--- config.mk ---
export PLATFORM = sky130hd
export DESIGN_NAME = pulse_train_gen_flat
export DESIGN_NICKNAME = d
export VERILOG_FILES = /design/src/rtl/pulse_train_gen_if.sv /design/src/rtl/pulse_train_gen.sv /design/src/flat_wrapper.sv
export SDC_FILE = /design/constraint.sdc
export NUM_CORES = 1
export LEC_CHECK = 0
export BUFFER_PORTS_ARGS = -buffer_cell sky130_fd_sc_hd__buf_2
export CAP_MARGIN = 30
export CORE_ASPECT_RATIO = 1.5
export CORE_MARGIN = 8
export CORE_UTILIZATION = 58
export DETAILED_ROUTE_END_ITERATION = 12
export PLACE_DENSITY = 0.8
export SLEW_MARGIN = 5
export SYNTH_ARGS = -nofsm -noshare
export SYNTH_HDL_FRONTEND = slang
export SYNTH_SLANG_ARGS = --single-unit
--- constraint.sdc ---
create_clock -name clk -period 2.45 [get_ports clk]
set_clock_uncertainty 0.15 [all_clocks]
set_input_delay 0.49 -clock clk [delete_from_list [all_inputs] [get_ports clk]]
set_output_delay 0.49 -clock clk [all_outputs]
set_load 0.005 [all_outputs]
--- src/rtl/pulse_train_gen_if.sv ---
// Control/status bundle between a sequencer (master) and pulse_train_gen (slave).
interface pulse_train_gen_if #(
  parameter int CNT_W = 8,
  parameter int WID_W = 8
);
  logic             start;
  logic [CNT_W-1:0] num_pulses;
  logic [WID_W-1:0] high_cycles;
  logic [WID_W-1:0] low_cycles;
  logic             abort;
  logic             a;
  logic             rose_strobe;
  logic             busy;
  logic             done;

  modport master (
    output start, num_pulses, high_cycles, low_cycles, abort,
    input  a, rose_strobe, busy, done
  );

  modport slave (
    input  start, num_pulses, high_cycles, low_cycles, abort,
    output a, rose_strobe, busy, done
  );
endinterface

--- src/rtl/pulse_train_gen.sv ---
// Programmable pulse-train source on line `a`, one clean rising edge per pulse.
// Define PULSE_TRAIN_SVA_EN to compile the built-in concurrent assertions.
//
// state  | meaning
// S_IDLE | waiting for start
// S_HIGH | a=1, phase counter counts down the latched high length
// S_LOW  | a=0, phase counter counts down the latched low length
// S_DONE | one-cycle completion flag, then back to idle
module pulse_train_gen #(
  parameter int CNT_W = 8,
  parameter int WID_W = 8
) (
  input logic clk,
  input logic rst,
  pulse_train_gen_if.slave bus
);

  typedef enum logic [1:0] {S_IDLE, S_HIGH, S_LOW, S_DONE} state_t;

  localparam logic [CNT_W-1:0] ONE_C = 1;
  localparam logic [WID_W-1:0] ONE_W = 1;

  state_t           state, state_nxt;
  logic [CNT_W-1:0] pulse_cnt, pulse_cnt_nxt;
  logic [WID_W-1:0] phase_cnt, phase_cnt_nxt;
  logic [WID_W-1:0] h_len, h_len_nxt;
  logic [WID_W-1:0] l_len, l_len_nxt;
  logic [WID_W-1:0] h_eff, l_eff;
  logic             a_q, rose_q, busy_q, done_q;
  logic             a_nxt, rose_nxt, busy_nxt, done_nxt;

  // Zero-length phases are stretched to one cycle so every pulse is visible.
  assign h_eff = (bus.high_cycles == '0) ? ONE_W : bus.high_cycles;
  assign l_eff = (bus.low_cycles == '0) ? ONE_W : bus.low_cycles;

  always_comb begin
    state_nxt     = state;
    pulse_cnt_nxt = pulse_cnt;
    phase_cnt_nxt = phase_cnt;
    h_len_nxt     = h_len;
    l_len_nxt     = l_len;
    a_nxt         = 1'b0;
    rose_nxt      = 1'b0;
    busy_nxt      = 1'b0;
    done_nxt      = 1'b0;
    case (state)
      S_IDLE: begin
        if (bus.start) begin
          h_len_nxt = h_eff;
          l_len_nxt = l_eff;
          if (bus.num_pulses != '0) begin
            state_nxt     = S_HIGH;
            pulse_cnt_nxt = bus.num_pulses;
            phase_cnt_nxt = h_eff - ONE_W;
            a_nxt         = 1'b1;
            rose_nxt      = 1'b1;
            busy_nxt      = 1'b1;
          end else begin
            state_nxt = S_DONE;
            done_nxt  = 1'b1;
          end
        end
      end
      S_HIGH: begin
        if (bus.abort) begin
          state_nxt     = S_IDLE;
          pulse_cnt_nxt = '0;
          phase_cnt_nxt = '0;
        end else if (phase_cnt == '0) begin
          state_nxt     = S_LOW;
          phase_cnt_nxt = l_len - ONE_W;
          busy_nxt      = 1'b1;
        end else begin
          phase_cnt_nxt = phase_cnt - ONE_W;
          a_nxt         = 1'b1;
          busy_nxt      = 1'b1;
        end
      end
      S_LOW: begin
        if (bus.abort) begin
          state_nxt     = S_IDLE;
          pulse_cnt_nxt = '0;
          phase_cnt_nxt = '0;
        end else if (phase_cnt == '0) begin
          // pulse_cnt still includes the pulse just finishing
          if (pulse_cnt == ONE_C) begin
            state_nxt     = S_DONE;
            pulse_cnt_nxt = '0;
            done_nxt      = 1'b1;
          end else begin
            state_nxt     = S_HIGH;
            pulse_cnt_nxt = pulse_cnt - ONE_C;
            phase_cnt_nxt = h_len - ONE_W;
            a_nxt         = 1'b1;
            rose_nxt      = 1'b1;
            busy_nxt      = 1'b1;
          end
        end else begin
          phase_cnt_nxt = phase_cnt - ONE_W;
          busy_nxt      = 1'b1;
        end
      end
      S_DONE: begin
        state_nxt = S_IDLE;
      end
      default: begin
        state_nxt = S_IDLE;
      end
    endcase
  end

  always_ff @(posedge clk or posedge rst) begin
    if (rst) begin
      state     <= S_IDLE;
      pulse_cnt <= '0;
      phase_cnt <= '0;
      h_len     <= '0;
      l_len     <= '0;
      a_q       <= 1'b0;
      rose_q    <= 1'b0;
      busy_q    <= 1'b0;
      done_q    <= 1'b0;
    end else begin
      state     <= state_nxt;
      pulse_cnt <= pulse_cnt_nxt;
      phase_cnt <= phase_cnt_nxt;
      h_len     <= h_len_nxt;
      l_len     <= l_len_nxt;
      a_q       <= a_nxt;
      rose_q    <= rose_nxt;
      busy_q    <= busy_nxt;
      done_q    <= done_nxt;
    end
  end

  assign bus.a           = a_q;
  assign bus.rose_strobe = rose_q;
  assign bus.busy        = busy_q;
  assign bus.done        = done_q;

`ifdef PULSE_TRAIN_SVA_EN
  logic [WID_W-1:0] hi_run;

  // Length of the current run of a=1, compared against h_len when a falls.
  always_ff @(posedge clk or posedge rst) begin
    if (rst)      hi_run <= '0;
    else if (a_q) hi_run <= hi_run + ONE_W;
    else          hi_run <= '0;
  end

  a_rose_strobe: assert property (@(posedge clk) disable iff (rst)
    $rose(a_q) == rose_q)
    else $error("rose(a) and rose_strobe disagree at %0t", $time);

  a_high_len: assert property (@(posedge clk) disable iff (rst)
    ($fell(a_q) && !$past(bus.abort)) |-> (hi_run == h_len))
    else $error("high run length differs from latched length at %0t", $time);

  a_busy_fall: assert property (@(posedge clk) disable iff (rst)
    $fell(busy_q) |-> (done_q || $past(bus.abort)))
    else $error("busy fell without done or abort at %0t", $time);

  a_done_single: assert property (@(posedge clk) disable iff (rst)
    done_q |=> !done_q)
    else $error("done high on two consecutive cycles at %0t", $time);

  c_two_pulses: cover property (@(posedge clk) disable iff (rst)
    rose_q ##1 (!done_q) [*1:$] ##1 rose_q);
`endif

endmodule

--- src/flat_wrapper.sv ---
// flat-port wrapper written by rule: the top's interface ports become plain ports
module pulse_train_gen_flat 
#(
  parameter int CNT_W = 8,
  parameter int WID_W = 8
)
  (clk, rst, bus_start, bus_num_pulses, bus_high_cycles, bus_low_cycles, bus_abort, bus_a, bus_rose_strobe, bus_busy, bus_done);
  pulse_train_gen_if #(.CNT_W(CNT_W), .WID_W(WID_W)) bus_i ();
  input logic clk;
  input logic rst;
  input wire logic [$bits(bus_i.start)-1:0] bus_start;
  input wire logic [$bits(bus_i.num_pulses)-1:0] bus_num_pulses;
  input wire logic [$bits(bus_i.high_cycles)-1:0] bus_high_cycles;
  input wire logic [$bits(bus_i.low_cycles)-1:0] bus_low_cycles;
  input wire logic [$bits(bus_i.abort)-1:0] bus_abort;
  output wire logic [$bits(bus_i.a)-1:0] bus_a;
  output wire logic [$bits(bus_i.rose_strobe)-1:0] bus_rose_strobe;
  output wire logic [$bits(bus_i.busy)-1:0] bus_busy;
  output wire logic [$bits(bus_i.done)-1:0] bus_done;
  assign bus_i.start = bus_start;
  assign bus_i.num_pulses = bus_num_pulses;
  assign bus_i.high_cycles = bus_high_cycles;
  assign bus_i.low_cycles = bus_low_cycles;
  assign bus_i.abort = bus_abort;
  assign bus_a = bus_i.a;
  assign bus_rose_strobe = bus_i.rose_strobe;
  assign bus_busy = bus_i.busy;
  assign bus_done = bus_i.done;
  pulse_train_gen #(.CNT_W(CNT_W), .WID_W(WID_W)) u_core (.clk(clk), .rst(rst), .bus(bus_i));
endmodule
# Yosys cells after proc, flatten, opt, wreduce, memory -nomap -nowiden
# Index checks and enable logic that the tools add are counted.
dict set report word_totals {
  ff_bits 38
  in_bits 28
  output_inout_bits 4
  wordCells 78
}
dict set report op_classes {
  n_addsub 5
  eq_ne 10
  muxes 44
  reduce_logical 10
}
# cell count
set ops {}
lappend ops {{2-to-1 mux 8 bit} 15}
lappend ops {{case mux 8 bit (3 select lines)} 2}
lappend ops {{subtractor 8 x 1 -> 8 bit, second input constant} 5}
lappend ops {{zero test 8 bit} 3}
lappend ops {{2-to-1 mux 1 bit} 15}
lappend ops {{2-to-1 mux 2 bit} 7}
lappend ops {{equality test 8 x 1 -> 1 bit, second input constant} 1}
lappend ops {{case mux 2 bit (4 select lines)} 1}
lappend ops {{nonzero test 8 bit} 1}
lappend ops {{inequality test 3 x 2 -> 1 bit, second input constant} 2}
lappend ops {{case mux 1 bit (3 select lines)} 2}
lappend ops {{AND reduction 5 bit} 1}
lappend ops {{equality test 2 bit, second input constant} 2}
lappend ops {{inequality test 2 bit, second input constant} 2}
lappend ops {{inequality test 4 bit, second input constant} 1}
lappend ops {{case mux 1 bit (2 select lines)} 2}
lappend ops {{AND reduction 4 bit} 1}
lappend ops {{AND reduction 3 bit} 1}
lappend ops {{nonzero test 3 bit} 1}
lappend ops {{equality test 2 x 1 -> 1 bit, second input constant} 1}
lappend ops {{zero test 2 bit} 1}
lappend ops {{inequality test 2 x 1 -> 1 bit, second input constant} 1}
lappend ops {{AND reduction 2 bit} 1}

# Depth between registers and ports, before layout
dict set report logic_depth {
  word_depth 6
  ltp_mapped 9
  depth_no_buf 8
}

# Worst setup path after synthesis
# No wires, ideal clock.
dict set report synth_timing {
  kind {register to register}
  start {reg u_core.phase_cnt[0]}
  end {reg u_core.phase_cnt[6]}
  setup_ns 0.124
  arrival_time_ns 1.953
  required_time_ns 2.176
  setup_slack_ns 0.223
  path_stages_with_launch 9
  path_buffers 1
  synth_period_minus_slack_ns 2.227
  path_cell_list {dfrtp_1 inv_1 ha_1 or4b_1 buf_2 a2111oi_4 a311o_1 a211oi_1 a211o_1}
}
dict set report synth_via {
  elab_chain_cells 4
  word_cells_on_any_way 9
  cone_classes {1 x add/sub; 1 x eq/ne; 5 x mux; 2 x reduce/logical}
}
# item line_no
set synth_rtl {}
lappend synth_rtl {{start, declared} pulse_train_gen.sv:25} ;# logic [WID_W-1:0] phase_cnt, phase_cnt_nxt;
lappend synth_rtl {{start signal, assigned} pulse_train_gen.sv:126} ;# phase_cnt <= phase_cnt_nxt;
lappend synth_rtl {{subtractor 8 x 1 -> 8 bit / zero test 8 bit (equally long branches)} -}
lappend synth_rtl {{2-to-1 mux 8 bit, on equally long branches} {pulse_train_gen.sv:84, pulse_train_gen.sv:69}}
lappend synth_rtl {{2-to-1 mux 8 bit, on equally long branches} {pulse_train_gen.sv:80, pulse_train_gen.sv:65}}
lappend synth_rtl {{case mux 8 bit (3 select lines)} pulse_train_gen.sv:46} ;# case (state)
# Parallel ways exist; a longest one is shown, timed or not.
# A chain may end at the register's enable or synchronous reset.

# Final worst setup path
dict set report layout_timing {
  start {reg u_core.phase_cnt[1]}
  end {reg u_core.pulse_cnt[7]}
}
dict set report layout_via {
  elab_chain_cells 3
}
# item line_no
set layout_rtl {}
lappend layout_rtl {{zero test 8 bit} pulse_train_gen.sv:84} ;# end else if (phase_cnt == '0) begin
lappend layout_rtl {{inequality test 3 x 2 -> 1 bit (no line)} -}
lappend layout_rtl {{AND reduction 5 bit (no line)} -}
lappend layout_rtl {{end signal, assigned} pulse_train_gen.sv:125} ;# pulse_cnt <= pulse_cnt_nxt;
lappend layout_rtl {{end, declared} pulse_train_gen.sv:24} ;# logic [CNT_W-1:0] pulse_cnt, pulse_cnt_nxt;
# Every way passes these cells.

==> run summary <==
The clock transition at the register clock pins on the worst setup and hold paths after CTS works out to 0.08 ns. In this run the tightest slew margin relative to its limit is 64.31%. Setup violations remaining at the end of the flow were counted as 0. The final-report max-slew violation count was 0; the antenna cell count was 0. Final-layout fill cell count: 355. Once placement finished, the instance area stood at 0.003009 mm2.

Row generation in the floorplan step produced 30 rows. After detailed routing, the number of vias per cell comes to 6.437. The first TritonRoute pass finished after 4 iterations. The primary flip-flop cell chosen by synthesis mapping is sky130_fd_sc_hd__dfrtp_1.

TritonCTS built the clock tree. After detailed placement, the design holds a cell count of 379. The run gives 0 as the initial antenna violation count. The wire-length estimate of the detail-placed layout is 5724 um. Proportion of register bits with asynchronous set or reset after synthesis: 100.0%. The flow ran to the end, and the final reports show no timing, DRC or antenna violations. For the pin with the worst max-slew slack, the measured transition is 0.5219 ns. Based on the critical path, the design can be clocked at up to 432.1 MHz.

After layout, the worst setup slack is 0.1359 ns. Once the floorplan was initialized, standard cells occupied 59.41% of the core. The number of nets in the layout was 377. The clock net sink count is 38, and the net switching fraction of the power is 46.61%. Area of the placeable core: 0.004429 mm2.

The post-route netlist has 26.84% of its cells at a drive strength greater than 1. The horizontal die dimension is 71.00 um. For the combinational share of power, the log shows 60.5%. Port buffering added 31 buffers.

The setup TNS after final layout came out at 0 ns. The run gives 11,810 um as the wire length of the first global-routing pass. The detail-routed net length per standard cell is 18.63 um. Setup repair after global routing left no endpoint under its margin. Clock latency on the worst-skew pair, taken at its later pin, is 0.30 ns. On the worst path, the slowest cell contributes a delay of 0.52 ns. Once layout is done, the placed cells without fillers occupy 0.003110 mm2. The sequential cells in the finished layout cover a total of 950.9 um2. The tools report the number of distinct standard cells referenced by the synthesized netlist as 60. Summed over all cells, the static leakage comes to 1.380 nW. Relative to the synthesized area, the layout overhead comes to 18.21%.

From bottom edge to top edge, the die measures 98.50 um. After detailed routing, the number of remaining DRC violations is 0. At the placement stage, the worst setup path has a slack of 0.03534 ns. The run gives 5 as the CTS buffer count. The synthesized design contains 38 register bits. The final layout contains routed wiring with a total length of 7211 um. The number of setup buffers added after CTS is 0. The clock network accounts for 10.6% of the total power. Of the available clock period, the critical path in the final layout requires 94.45%. The signal on the critical path passes through inv_1 -> ha_1 -> or4b_4 -> buf_4 -> o21ai_2 -> a21oi_2 -> or2_0 -> buf_4 -> o21ai_1. After synthesis, the mean cell area works out to 9.298 um2.

The tightest min-delay check is of the in -> async type. The total overflow left after global routing is 0. During synthesis, Yosys emitted a total of 0 warnings. In the final layout, the multi-input gates occupy 0.001579 mm2. The weighted congestion reported at the end of routability-driven placement came out at 0.9498. The arrival time at the worst endpoint came out at 2.38 ns. The count of maximum capacitance violations is 0.

The cell-internal power was 2.311 mW. Yosys mapped a number of flops with a built-in enable equal to 0. When the netlist entered floorplanning its net count stood at 322. CTS placed an instance of sky130_fd_sc_hd__clkbuf_8 at the clock tree root.

For the via count of the routed design, the log shows 2,491. The critical path in this run is classified as reg -> reg. The post-route minimum period is 2.314 ns, and the total net switching power is 2.017 mW. The worst setup path is launched from a register. Power spread over the standard cell area amounts to 1392 mW/mm2.

In this run the cell area of the synthesized design comes to 0.002631 mm2. Across the VDD grid, the largest voltage drop is 0.6785 mV. The final hold violation count is 0, and the required time of the worst setup path is 2.52 ns.

Sorting the synthesized cells by area gives the leading types as sky130_fd_sc_hd__dfrtp_1 (36%), sky130_fd_sc_hd__mux2_2 (5.6%), sky130_fd_sc_hd__ha_1 (5.2%). The number of hold buffers added after CTS was 0. Of all cell types, the one taking the most synthesized area is sky130_fd_sc_hd__dfrtp_1. The share of synthesized area occupied by flip-flops and latches came out at 36.14%. The depth of the CTS H-tree is 2.

The design draws 4.329 mW. The first-iteration detailed-routing DRC count is 130, and the part of the power in registers is 29.0%. The gate count after technology mapping came out at 283.

The die covers 0.006993 mm2. Entering global routing, the biggest net connects 39 pins. After the flow finishes, the layout carries non-filler instances totaling 387. The via count of the first global-routing pass was 2,630. Along the worst path, the maximum fanout reaches 6. STA classifies the critical path endpoint as a register.

The register-to-register setup slack was 0.14 ns; the remaining number of nets flagged by the antenna check after routing was 0. The slowest stage of the critical path belongs to the cell sky130_fd_sc_hd__or4b_4. The run gives 32 as the number of top-level pins. Summed over its instances, the top area cell type makes up 36.14% of the synthesized netlist area. The commonest cells after synthesis are sky130_fd_sc_hd__dfrtp_1 (38), sky130_fd_sc_hd__nor2_1 (17), sky130_fd_sc_hd__a21oi_1 (16), sky130_fd_sc_hd__inv_1 (16), sky130_fd_sc_hd__nor3_1 (16). In the post-synthesis netlist, the cell with the most instances is sky130_fd_sc_hd__dfrtp_1.

The longest clock path from root to sink contains 2 buffers. The most numerous cell type found on the critical path is sky130_fd_sc_hd__buf_4. For this run, the total global-route usage over all layers was measured as 21.23%.
==> what timing repair did <==
| action | in CTS | in global routing |
|---|---|---|
| endpoints found under the hold margin | 0 | 0 |
| endpoints found under the setup margin | 0 | 17 |
| gates resized for setup | 0 | 3 |
==> final timing paths <==
| kind | startpoint | cells past startpoint | to |
|---|---|---|---|
| min | rst | 3 | u_core.pulse_cnt[7]$_DFFE_PP0P_ |
| max | u_core.phase_cnt[1]$_DFFE_PP0P_ | 9 | u_core.pulse_cnt[7]$_DFFE_PP0P_ |
| min in group clk | bus_low_cycles[3] | 2 | u_core.l_len[3]$_DFFE_PP0P_ |
| max reg2reg | u_core.phase_cnt[1]$_DFFE_PP0P_ | 9 | u_core.pulse_cnt[7]$_DFFE_PP0P_ |
| max in group asynchronous | rst | 3 | u_core.phase_cnt[2]$_DFFE_PP0P_ |
| min reg2reg | u_core.phase_cnt[1]$_DFFE_PP0P_ | 2 | u_core.phase_cnt[1]$_DFFE_PP0P_ |
==> power by group through the flow <==
stage	combinational [mW]	clock, mW	sequential [mW]
after global routing	2.86	0.487	1.30
after floorplan	1.74	0	1.19
after CTS	2.58	0.465	1.23
after detailed placement	2.56	0	1.25
final	2.62	0.458	1.25
after global placement	2.51	0	1.24
==> through the flow <==
| stage | utilization [%] | hold WS (ns) |
|---|---|---|
| after global routing | 70.23 | 0.2142 |
| after floorplan | - | 0.3270 |
| after CTS | 70.08 | 0.1608 |
| after detailed placement | 67.94 | 0.3591 |
| after global placement | 67.94 | 0.3468 |
| final | 70.23 | 0.1349 |
==> layout make-up <==
cell class | count | share of cell area, %
repair buffers | 59 | 11.75
well taps | 48 | 1.931
multi-input cells | 218 | 50.76
clock buffers | 6 | 2.655
flip-flops and latches | 38 | 30.57
inverters | 16 | 1.931
clock inverters | 2 | 0.4023
==> sequential cells by signal, indices dropped and copies added (netlist names) <==
register and count:
u_core.bus.a 1, u_core.bus.busy 1, u_core.l_len 8, u_core.bus.rose_strobe 1, u_core.phase_cnt 8, u_core.state 2, u_core.h_len 8, u_core.bus.done 1
u_core.pulse_cnt 8
==> cells in the final DEF, fill, tap and decap left out, types with 7 or more instances in the layout <==
master,Yosys,routed
sky130_fd_sc_hd__a21oi_1,16,16
sky130_fd_sc_hd__a22oi_1,7,7
sky130_fd_sc_hd__buf_2,2,31
sky130_fd_sc_hd__buf_4,1,28
sky130_fd_sc_hd__dfrtp_1,38,38
sky130_fd_sc_hd__ha_1,11,11
sky130_fd_sc_hd__inv_1,16,16
sky130_fd_sc_hd__mux2_2,13,13
sky130_fd_sc_hd__nand2_1,14,14
sky130_fd_sc_hd__nor2_1,17,17
sky130_fd_sc_hd__nor3_1,16,16
sky130_fd_sc_hd__nor4_1,7,7
sky130_fd_sc_hd__o21ai_0,9,9
sky130_fd_sc_hd__o21ai_1,14,14
sky130_fd_sc_hd__o31ai_1,10,10
sky130_fd_sc_hd__xor2_1,10,10
==> layer usage <==
| metal | global-route usage [%] | up-vias | routed length [um] |
|---|---|---|---|
| li1 | - | 1182 | - |
| met2 | 40.00 | 107 | 3888 |
| met3 | 4.268 | 37 | 356 |
| met4 | 14.49 | 0 | 413 |
| met5 | 0 | - | 0 |
| met1 | 19.60 | 1165 | 2551 |
==> kinds of logic after synthesis <==
family                   synth area share [%]
multiplexers                            6.752
AO/OA/AOI/OAI                           24.87
adder cells (fa/ha/maj)                 5.231
XOR/XNOR                                4.327
flip-flops                              36.14
AND/OR/NAND/NOR                         18.59
buffers and inverters                   4.090
==> critical path: cells and delay by family (launching register included) <==
family	cells	cell delay, ns
DFF	1	0.39
buffers and inverters	3	0.41
and+or+nand+nor	2	0.75
AOI/OAI and AO/OA	3	0.39
adders and majority gates	1	0.16
Power figures use the tool's default switching activity.
